### src/rtl/bht_update_sched.sv
// bht_update_sched
//   Owns the single write port of the branch history table (BHT).
//   - INIT: after reset or a clear request, writes every BHT entry once so
//     that the entry ends up weakly-not-taken. This is needed because the
//     BHT RAMs are not reset.
//   - RUN: merges two branch-resolution update slots into a small in-order
//     queue and drains one write per cycle. Updates that do not fit are
//     dropped and counted; the pipeline is never stalled.
//
// Update record layout (36 bits, MSB first):
//   [35] valid, [34:3] pc, [2:1] counter, [0] taken
//
// Ports
//   clk           clock, rising edge
//   rst           asynchronous, active-low reset
//   upd_i         two update records: slot 0 = [35:0] (older),
//                 slot 1 = [71:36] (younger)
//   clear_i       one-cycle request to re-initialise the table
//   bht_update_o  registered write command to the BHT
//   init_busy_o   high while the table contents are not yet valid
//   drop_cnt_o    saturating count of discarded updates
module bht_update_sched #(
    parameter int SIZE  = 4096,
    parameter int DEPTH = 4
) (
    input  logic        clk,
    input  logic        rst,
    input  logic [71:0] upd_i,
    input  logic        clear_i,
    output logic [35:0] bht_update_o,
    output logic        init_busy_o,
    output logic [15:0] drop_cnt_o
);

    typedef struct packed {
        logic        valid;
        logic [31:0] pc;
        logic [1:0]  counter;
        logic        taken;
    } bht_update_t;

    typedef enum logic {
        INIT = 1'b0,
        RUN  = 1'b1
    } state_t;

    localparam int IW = $clog2(SIZE);
    localparam int PW = $clog2(DEPTH);
    localparam int CW = PW + 1;

    state_t         state, state_next;
    logic [IW-1:0]  idx, idx_next;
    logic [PW-1:0]  wr_ptr, wr_ptr_next, wr_ptr_inc;
    logic [PW-1:0]  rd_ptr, rd_ptr_next;
    logic [CW-1:0]  count, count_next, free;
    bht_update_t    mem [DEPTH];
    bht_update_t    slot0, slot1, first, out_q, out_next;
    logic [1:0]     n_cand, n_push, n_drop;
    logic           pop;
    logic [15:0]    drop_next;

    // Adds 0..2 drops to the counter, sticking at all-ones.
    function automatic logic [15:0] sat_add(input logic [15:0] a, input logic [1:0] b);
        logic [16:0] s;
        s = {1'b0, a} + {15'd0, b};
        return s[16] ? 16'hFFFF : s[15:0];
    endfunction

    // Sweep write for entry i: counter 00 with taken=1 makes the BHT's
    // next-counter logic store 01 (weakly-not-taken).
    function automatic bht_update_t sweep_write(input logic [IW-1:0] i);
        bht_update_t w;
        w.valid   = 1'b1;
        w.pc      = 32'(i) << 2;
        w.counter = 2'b00;
        w.taken   = 1'b1;
        return w;
    endfunction

    assign slot0        = upd_i[35:0];
    assign slot1        = upd_i[71:36];
    assign bht_update_o = out_q;
    assign init_busy_o  = (state == INIT);
    assign free         = CW'(DEPTH) - count;
    assign wr_ptr_inc   = wr_ptr + PW'(1);

    always_comb begin
        state_next  = state;
        idx_next    = idx;
        wr_ptr_next = wr_ptr;
        rd_ptr_next = rd_ptr;
        count_next  = count;
        out_next    = '0;
        n_cand      = 2'd0;
        n_push      = 2'd0;
        n_drop      = 2'd0;
        pop         = 1'b0;
        first       = slot0;
        drop_next   = drop_cnt_o;

        if (clear_i) begin
            // Restart the sweep and throw away anything queued; this
            // cycle's updates are discarded without being counted.
            state_next  = INIT;
            idx_next    = '0;
            wr_ptr_next = '0;
            rd_ptr_next = '0;
            count_next  = '0;
            out_next    = sweep_write('0);
        end else begin
            case (state)
                INIT: begin
                    out_next = sweep_write(idx);
                    idx_next = idx + IW'(1);
                    if (idx == IW'(SIZE - 1)) begin
                        state_next = RUN;
                    end
                end
                RUN: begin
                    // A lone slot-1 update is treated like a slot-0 one.
                    n_cand = {1'b0, slot0.valid} + {1'b0, slot1.valid};
                    first  = slot0.valid ? slot0 : slot1;
                    // Free space is judged before this cycle's pop.
                    if (free >= CW'(n_cand)) begin
                        n_push = n_cand;
                    end else begin
                        n_push = free[1:0];
                    end
                    n_drop = n_cand - n_push;

                    pop = (count != '0);
                    if (pop) begin
                        out_next       = mem[rd_ptr];
                        out_next.valid = 1'b1;
                        rd_ptr_next    = rd_ptr + PW'(1);
                    end

                    wr_ptr_next = wr_ptr + PW'(n_push);
                    count_next  = count + CW'(n_push) - CW'(pop);
                    drop_next   = sat_add(drop_cnt_o, n_drop);
                end
                default: begin
                    state_next = INIT;
                end
            endcase
        end
    end

    always_ff @(posedge clk or negedge rst) begin
        if (!rst) begin
            state <= INIT;
        end else begin
            state <= state_next;
        end
    end

    always_ff @(posedge clk or negedge rst) begin
        if (!rst) begin
            idx        <= '0;
            wr_ptr     <= '0;
            rd_ptr     <= '0;
            count      <= '0;
            out_q      <= '0;
            drop_cnt_o <= '0;
        end else begin
            idx        <= idx_next;
            wr_ptr     <= wr_ptr_next;
            rd_ptr     <= rd_ptr_next;
            count      <= count_next;
            out_q      <= out_next;
            drop_cnt_o <= drop_next;
        end
    end

    // Queue storage holds data only; validity is tracked by count.
    always_ff @(posedge clk) begin
        if (n_push != 2'd0) begin
            mem[wr_ptr] <= first;
        end
        if (n_push == 2'd2) begin
            mem[wr_ptr_inc] <= slot1;
        end
    end

endmodule

### config.mk
export PLATFORM = sky130hd
export DESIGN_NAME = bht_update_sched
export DESIGN_NICKNAME = d
export VERILOG_FILES = /design/src/rtl/bht_update_sched.sv
export SDC_FILE = /design/constraint.sdc
export NUM_CORES = 1
export LEC_CHECK = 0
export CAP_MARGIN = 15
export CORE_UTILIZATION = 40
export CTS_BUF_LIST = sky130_fd_sc_hd__clkbuf_8
export CTS_CLUSTER_DIAMETER = 150
export DETAILED_ROUTE_END_ITERATION = 12
export PLACE_DENSITY = 0.58
export SETUP_SLACK_MARGIN = 0.2
export SKIP_CTS_REPAIR_TIMING = 1
export SLEW_MARGIN = 20
export SYNTH_ARGS = -nofsm -noshare
export SYNTH_HDL_FRONTEND = slang
export SYNTH_SLANG_ARGS = --single-unit
### constraint.sdc
create_clock -name clk -period 17.3 [get_ports clk]
set_clock_uncertainty 0.05 [all_clocks]
set_input_delay 1.73 -clock clk [delete_from_list [all_inputs] [get_ports clk]]
set_output_delay 1.73 -clock clk [all_outputs]
set_load 0.05 [all_outputs]
==> impl_results.md, run 1 <==
* Ports at 128
* All-layer global routing usage at 18.7%
* HP Class: reg -> reg
* Post-Layout Cell Count at 1,143
* Hold Crit Depth at 2
* Sequential fraction of the synthesis area at 57.7%
* GPL Wtd Cong at 0.796
* DR DRC count at 0
* R2r endpoint: drop_cnt_o[13]
* Initial DRC count at 344
* Setup_tns at 0 ps
* Die width at 163 um
* Status: finished, final reports clean
* Hold endpoint: count[2]
* Share of the synthesized area in the top cell type at 40.4%
* Routed len/inst at 21.2 um
* CP arrival at 5840 ps
* Least-Margin Pin Slew at 1060 ps
* Net count after synthesis at 729
* Routed wire length at 24,200 um
* Num CTS Buffers at 38
* Synth Area per Inst at 16.3 sq um
* Max FO, Critical Path at 12
* Die H at 163 um
* Area delta synth->final at 21.6%
* Pin count of the biggest net entering global routing at 73
* Drt pass-1 iters at 4
* Nets at 873
* CTS tree: built
* Final setup viols at 0
* FF-to-FF Start: count[0]
* Largest area contributor in the netlist: edfxtp_1
* Number of flops mapped to enable cells by yosys at 140
* CP most frequent cell: ha_1
* Max-Cap Viols at 0
* Internal reg-to-reg setup slack at 12,960 ps
* PD cells at 83.5 nW/um^2
* Initial antenna violation count at 3
* Filler cells at 2,134
* Biggest cell delay along the critical path at 630 ps
* Routed Antenna Nets at 0
* CTS sink cnt at 212
* Top post-synthesis cells by area: edfxtp_1, dfrtp_1, mux2_4
* Final core occ at 50.0%
* Syn. warnings at 0
* Share of layout cells above drive strength 1 at 31.3%
* Leakage power total at 4.93 nW
* Ys flop type: edfxtp_1
* Register-to-Register Path Depth at 13
* Hold Path Origin: count[2]
* Unique masters post-synth at 52
* Worst Path Class, Setup: in -> reg
* Req. time, crit path at 17,680 ps
* Vias/cell at 5.29
* Maximum vdd ir drop at 0.0487 mV
* Number of global-route vias before repair at 6,503
* Clk_lat worst skew at 520 ps
* Tmin final at 5460 ps
* Die area at 26,700 sq um
* Row cnt at 58
* CTS root buf: clkbuf_8
* RSZ-0062 raised after global routing: no
* DR vias at 6,050
* Slowest cell on the critical path: nor4_1
* F_max at 183 MHz
* DP HPWL at 14,200 um
* First-pass GRT wire length at 37,100 um
* Crit share post-route at 31.6%
* H-tree Lvls at 2
* Initial Utilization at 41.1%
* Placed Cells at 1,073
* Post-Syn Area at 10,400 sq um
* Area of the multi-input gates at 4110 sq um
* Yosys reg bits at 212
* Synth async-reset ratio at 34.0%
* Longest Clk Path Bufs at 3
* Final Hold Viols at 0
* Slew Viols, Final at 0
* Storage cell area at 6010 sq um
* Startpoint types: primary input
* Input/output buffers at 127
* Critical Path End Type: register
* Worst slew margin at 29.5%
* Critical-path cell list: clkdlybuf4s50_1 > ha_1 > ha_1 > nand2b_4 > a21oi_4 > nor2_1 > a21o_2 > ha_1 > xnor2_1 > fa_1 > nand4b_1 > nor4_1 > nand2_1 > a41oi_1
* Core area at 25,300 sq um
* Gr ovfl total at 0
* Clk slew on worst S/H paths at 60 ps
* Post-Synthesis Cells at 639
==> worst max-delay path: cells and delay by family <==
family	cells	cell delay [ps]
xor+xnor	1	270
fa+ha+maj	4	1140
buf+inv	1	450
simple gates	5	1430
compound gates	3	830
==> worst max path at each step <==
stage,start,to,slack [ps],cells after the start
after floorplan,upd_i[35],mem[3][0],8220,6
after global placement,upd_i[35],drop_cnt_o[13],11410,14
after detailed placement,upd_i[35],drop_cnt_o[13],11290,14
after CTS,upd_i[35],drop_cnt_o[13],11820,14
after global routing,upd_i[35],drop_cnt_o[13],11580,15
final,upd_i[35],drop_cnt_o[13],11840,14
==> report_power, final <==
group | switching, mW | internal [mW] | total, mW
sequential | 0.00287 | 0.544 | 0.547
clock | 0.197 | 0.239 | 0.436
combinational | 0.0329 | 0.0402 | 0.0731
total | 0.233 | 0.823 | 1.06
==> Yosys cell counts (5+ instances only) <==
cell type and n:
edfxtp_1 140, mux2_2 81, dfrtp_1 72, mux2_4 61
mux4_2 35, and3_1 30, nor2_1 29, nand2_1 25
ha_1 13, inv_1 13, xor2_1 13, a22o_1 12
xnor2_1 12, buf_6 10, clkbuf_1 10, nand3_1 10
a21oi_1 7, buf_2 6, mux2i_1 6, nand4_1 5
==> through the flow <==
step | cell area, sq um | total power, mW | hold slack (ps) | setup WS, ps
finish | 12700 | 1.06 | 500 | 11840
floorplan | 10400 | 0.593 | 458 | 8220
detailed placement | 11900 | 0.630 | 483 | 11290
global route | 12700 | 1.10 | 524 | 11580
global placement | 11900 | 0.627 | 483 | 11410
CTS | 12600 | 1.07 | 506 | 11820
==> cell usage in the layout, fill, tap and decap left out, types with 3 or more instances in the layout <==
cell	count
nor2b_1	3
clkinv_1	5
edfxtp_1	140
mux2i_1	6
clkbuf_8	46
buf_4	10
nand4_1	5
and3_1	30
xor2_1	13
nor2_1	28
ha_1	13
nand3_1	10
dfrtp_1	70
a21oi_1	7
xnor2_1	12
mux2_4	62
mux2_2	80
a22o_1	12
mux4_2	35
clkdlybuf4s50_1	126
nand2_1	25
mux2_1	3
inv_1	29
nand2b_1	3
==> registers in the layout, indices dropped and copies added (netlist names) <==
signal / count
idx: 12
drop_cnt_o: 16
wr_ptr: 2
count: 3
state: 1
rd_ptr: 2
bht_update_o: 36
mem: 140
==> cells by family after synthesis <==
kind of cell,count (synthesis),share of synthesized area [%]
AOI/OAI and AO/OA,34,3.03
xor gates and xnor gates,25,2.10
adders and majority gates,15,1.95
buffers and inverters,47,2.99
DFF,212,57.7
muxes,186,26.0
and+or+nand+nor,120,6.18
==> final cells by class <==
type / count / share of cell area [%]
flip-flops and latches: 212 / 47.5
multi-input cells: 380 / 32.5
repair buffers: 137 / 10.6
clock buffers: 46 / 5.00
well taps: 330 / 3.26
clock inverters: 22 / 0.672
inverters: 14 / 0.415
diodes: 2 / 0.0395
==> per-layer routing <==
metal	vias up	global-route usage, %	wire, um
met5	-	0	11
met4	2	6.97	603
met3	47	4.62	1480
met2	181	31.1	12000
met1	3074	23.4	10200
li1	2746	-	-
No activity file was read; power rests on OpenSTA's default activity.
==> inputs of run 2 (changes only) <==
--- a/config.mk
+++ b/config.mk
@@ -10,7 +10,7 @@
 export CTS_BUF_LIST = sky130_fd_sc_hd__clkbuf_8
 export CTS_CLUSTER_DIAMETER = 150
 export DETAILED_ROUTE_END_ITERATION = 12
-export PLACE_DENSITY = 0.58
+export PLACE_DENSITY = 0.6
 export SETUP_SLACK_MARGIN = 0.2
 export SKIP_CTS_REPAIR_TIMING = 1
 export SLEW_MARGIN = 20
==> constraint.sdc (replaced) <==
create_clock -name clk -period 4.5 [get_ports clk]
set_clock_uncertainty 0.05 [all_clocks]
set_input_delay 0.45 -clock clk [delete_from_list [all_inputs] [get_ports clk]]
set_output_delay 0.45 -clock clk [all_outputs]
set_load 0.05 [all_outputs]
==> impl_results.md, run 2 (synthesis results as in run 1) <==
* H-tree Lvls at 2 (unchanged)
* Vias/cell at 5.24 (-0.95%)
* Initial Utilization at 41.1% (unchanged)
* DR vias at 6,019 (-0.51%)
* F_max at 257 MHz
* Gate power share at 6.8% (about the same)
* Switch Pwr at 939 uW (+300%)
* Register-to-Register Path Depth at 16 (+3)
* All-layer global routing usage at 18.6% (-0.068 points)
* Routed Antenna Nets at 0 (unchanged)
* Filler cells at 2,118 (-0.75%)
* Critical-path cell list: inv_1 > ha_1 > ha_1 > a21oi_4 > nor2_1 > a21o_2 > ha_1 > inv_1 > ha_1 > fa_1 > nand4b_1 > nor4_1 > buf_4 > nand3_1 > nor3_1 > a21oi_1
* Nets at 878 (+0.57%)
* Die H at 163 um (unchanged)
* Storage cell area at 6010 sq um (unchanged)
* CP delay by family, top: adder cells
* Worst path bufs/invs at 3 (+2)
* Share of layout cells above drive strength 1 at 32.4% (+1.1 points)
* Req. time, crit path at 4860 ps (-12,820 ps)
* Max FO, Critical Path at 10 (-2)
* DP HPWL at 14,100 um (-0.84%)
* Die area at 26,700 sq um (unchanged)
* Flop pwr share at 50.5% (-1.3 points)
* FF-to-FF Start: count[0]
* Final Hold Viols at 0 (unchanged)
* Area of the multi-input gates at 4140 sq um (+0.61%)
* Gr ovfl total at 0 (unchanged)
* Largest Register: mem
* Initial antenna violation count at 0 (-3)
* Area delta synth->final at 23.1%
* Critical Path End Type: register
* Setup_tns at 0 ps (unchanged)
* Slowest cell on the critical path: dfrtp_1
* Status: finished, final reports clean
* Most frequent cells in the layout: edfxtp_1, clkdlybuf4s50_1, mux2_2
* HP Class: in -> async
* RSZ-0062 raised after global routing: no
* Num CTS Buffers at 38 (unchanged)
* Commonest non-fill, non-tap cell in the layout: edfxtp_1
* Initial DRC count at 253 (-26%)
* Pin count of the biggest net entering global routing at 73 (unchanged)
* Ant diodes at 0 (-2)
* Core area at 25,300 sq um (unchanged)
* R2r endpoint: drop_cnt_o[14]
* CTS tree: built
* Tmin final at 3890 ps
* First-pass GRT wire length at 37,300 um (+0.60%)
* Input/output buffers at 127 (unchanged)
* Max reg flops at 140 (unchanged)
* Biggest cell delay along the critical path at 500 ps (-130 ps)
* Ports at 128 (unchanged)
* Clk slew on worst S/H paths at 60 ps (about the same)
* DR DRC count at 0 (unchanged)
* Clk_lat worst skew at 520 ps (about the same)
* Routed wire length at 23,800 um (-1.8%)
* Worst slew margin at 29.0% (-0.54 points)
* Slew Viols, Final at 0 (unchanged)
* Crit share post-route at 86.4%
* CTS sink cnt at 212 (unchanged)
* Number of global-route vias before repair at 6,504 (+0.015%)
* CP most frequent cell: ha_1
* Least-Margin Pin Slew at 1070 ps (+8.16 ps)
* Max-Cap Viols at 0 (unchanged)
* Pint at 3.23 mW (+290%)
* Net Sw Frac at 22.5% (+0.47 points)
* Final core occ at 50.6% (+0.64 points)
* Clock power share at 42.8% (+1.5 points)
* Die width at 163 um (unchanged)
* CP arrival at 4240 ps (-1600 ps)
* Leakage power total at 4.99 nW (+1.2%)
* PD cells at 325 nW/um^2 (+290%)
* Longest Clk Path Bufs at 3 (unchanged)
* Maximum vdd ir drop at 0.212 mV (+330%)
* Routed len/inst at 20.7 um (-2.2%)
* Drt pass-1 iters at 4 (unchanged)
* Row cnt at 58 (unchanged)
* CTS root buf: clkbuf_8
* GPL Wtd Cong at 0.783 (-1.7%)
* Internal reg-to-reg setup slack at 610 ps (-12,350 ps)
* Final setup viols at 0 (unchanged)
* Worst Path Class, Setup: reg -> reg
* Startpoint types: register
-- run 2: worst max path at each step --
stage          startpoint             end  slack (ps)  depth (start not counted)
6_report         count[0]  drop_cnt_o[14]         610                         16
5_1_grt          count[0]  drop_cnt_o[14]         260                         15
4_1_cts          count[0]  drop_cnt_o[14]         590                         16
3_5_place_dp    upd_i[35]  drop_cnt_o[14]         200                         17
3_3_place_gp    upd_i[35]  drop_cnt_o[15]         330                         15
2_1_floorplan    count[0]       mem[3][0]          60                          6
-- run 2: final cells by class --
| class | count | area share, % |
|---|---|---|
| tap | 330 | 3.22 |
| inverter | 14 | 0.410 |
| clock buffer | 49 | 5.26 |
| clock inverter | 21 | 0.742 |
| timing repair buffer | 142 | 11.2 |
| sequential | 212 | 46.9 |
| multi-input combinational | 380 | 32.3 |
-- run 2: metal layers --
layer | GRT usage, % | part of all wire, %
met1 | 24.1 | 43
met2 | 30.8 | 49
met3 | 4.55 | 6.1
met4 | 5.56 | 2.1
met5 | 0 | 0
-- run 2: stage by stage --
step           hold slack, ps  power, mW  setup WS (ps)  instances  instance area (sq um)
4_1_cts                  69.4       4.22            592       1147                  12800
3_3_place_gp              480       2.41            333       1077                  12000
2_1_floorplan             104       2.28           61.9        639                  10400
3_5_place_dp              490       2.42            199       1077                  12000
5_1_grt                   529       4.34            257       1148                  12800
6_report                  479       4.17            612       1148                  12800
-- run 2: power groups by stage --
stage               sequential, mW  clock, mW  combinational [mW]
finish                        2.10       1.78               0.281
global route                  2.10       1.93               0.306
CTS                           2.10       1.84               0.283
detailed placement            2.14          0               0.281
global placement              2.14          0               0.272
floorplan                     2.16          0               0.117
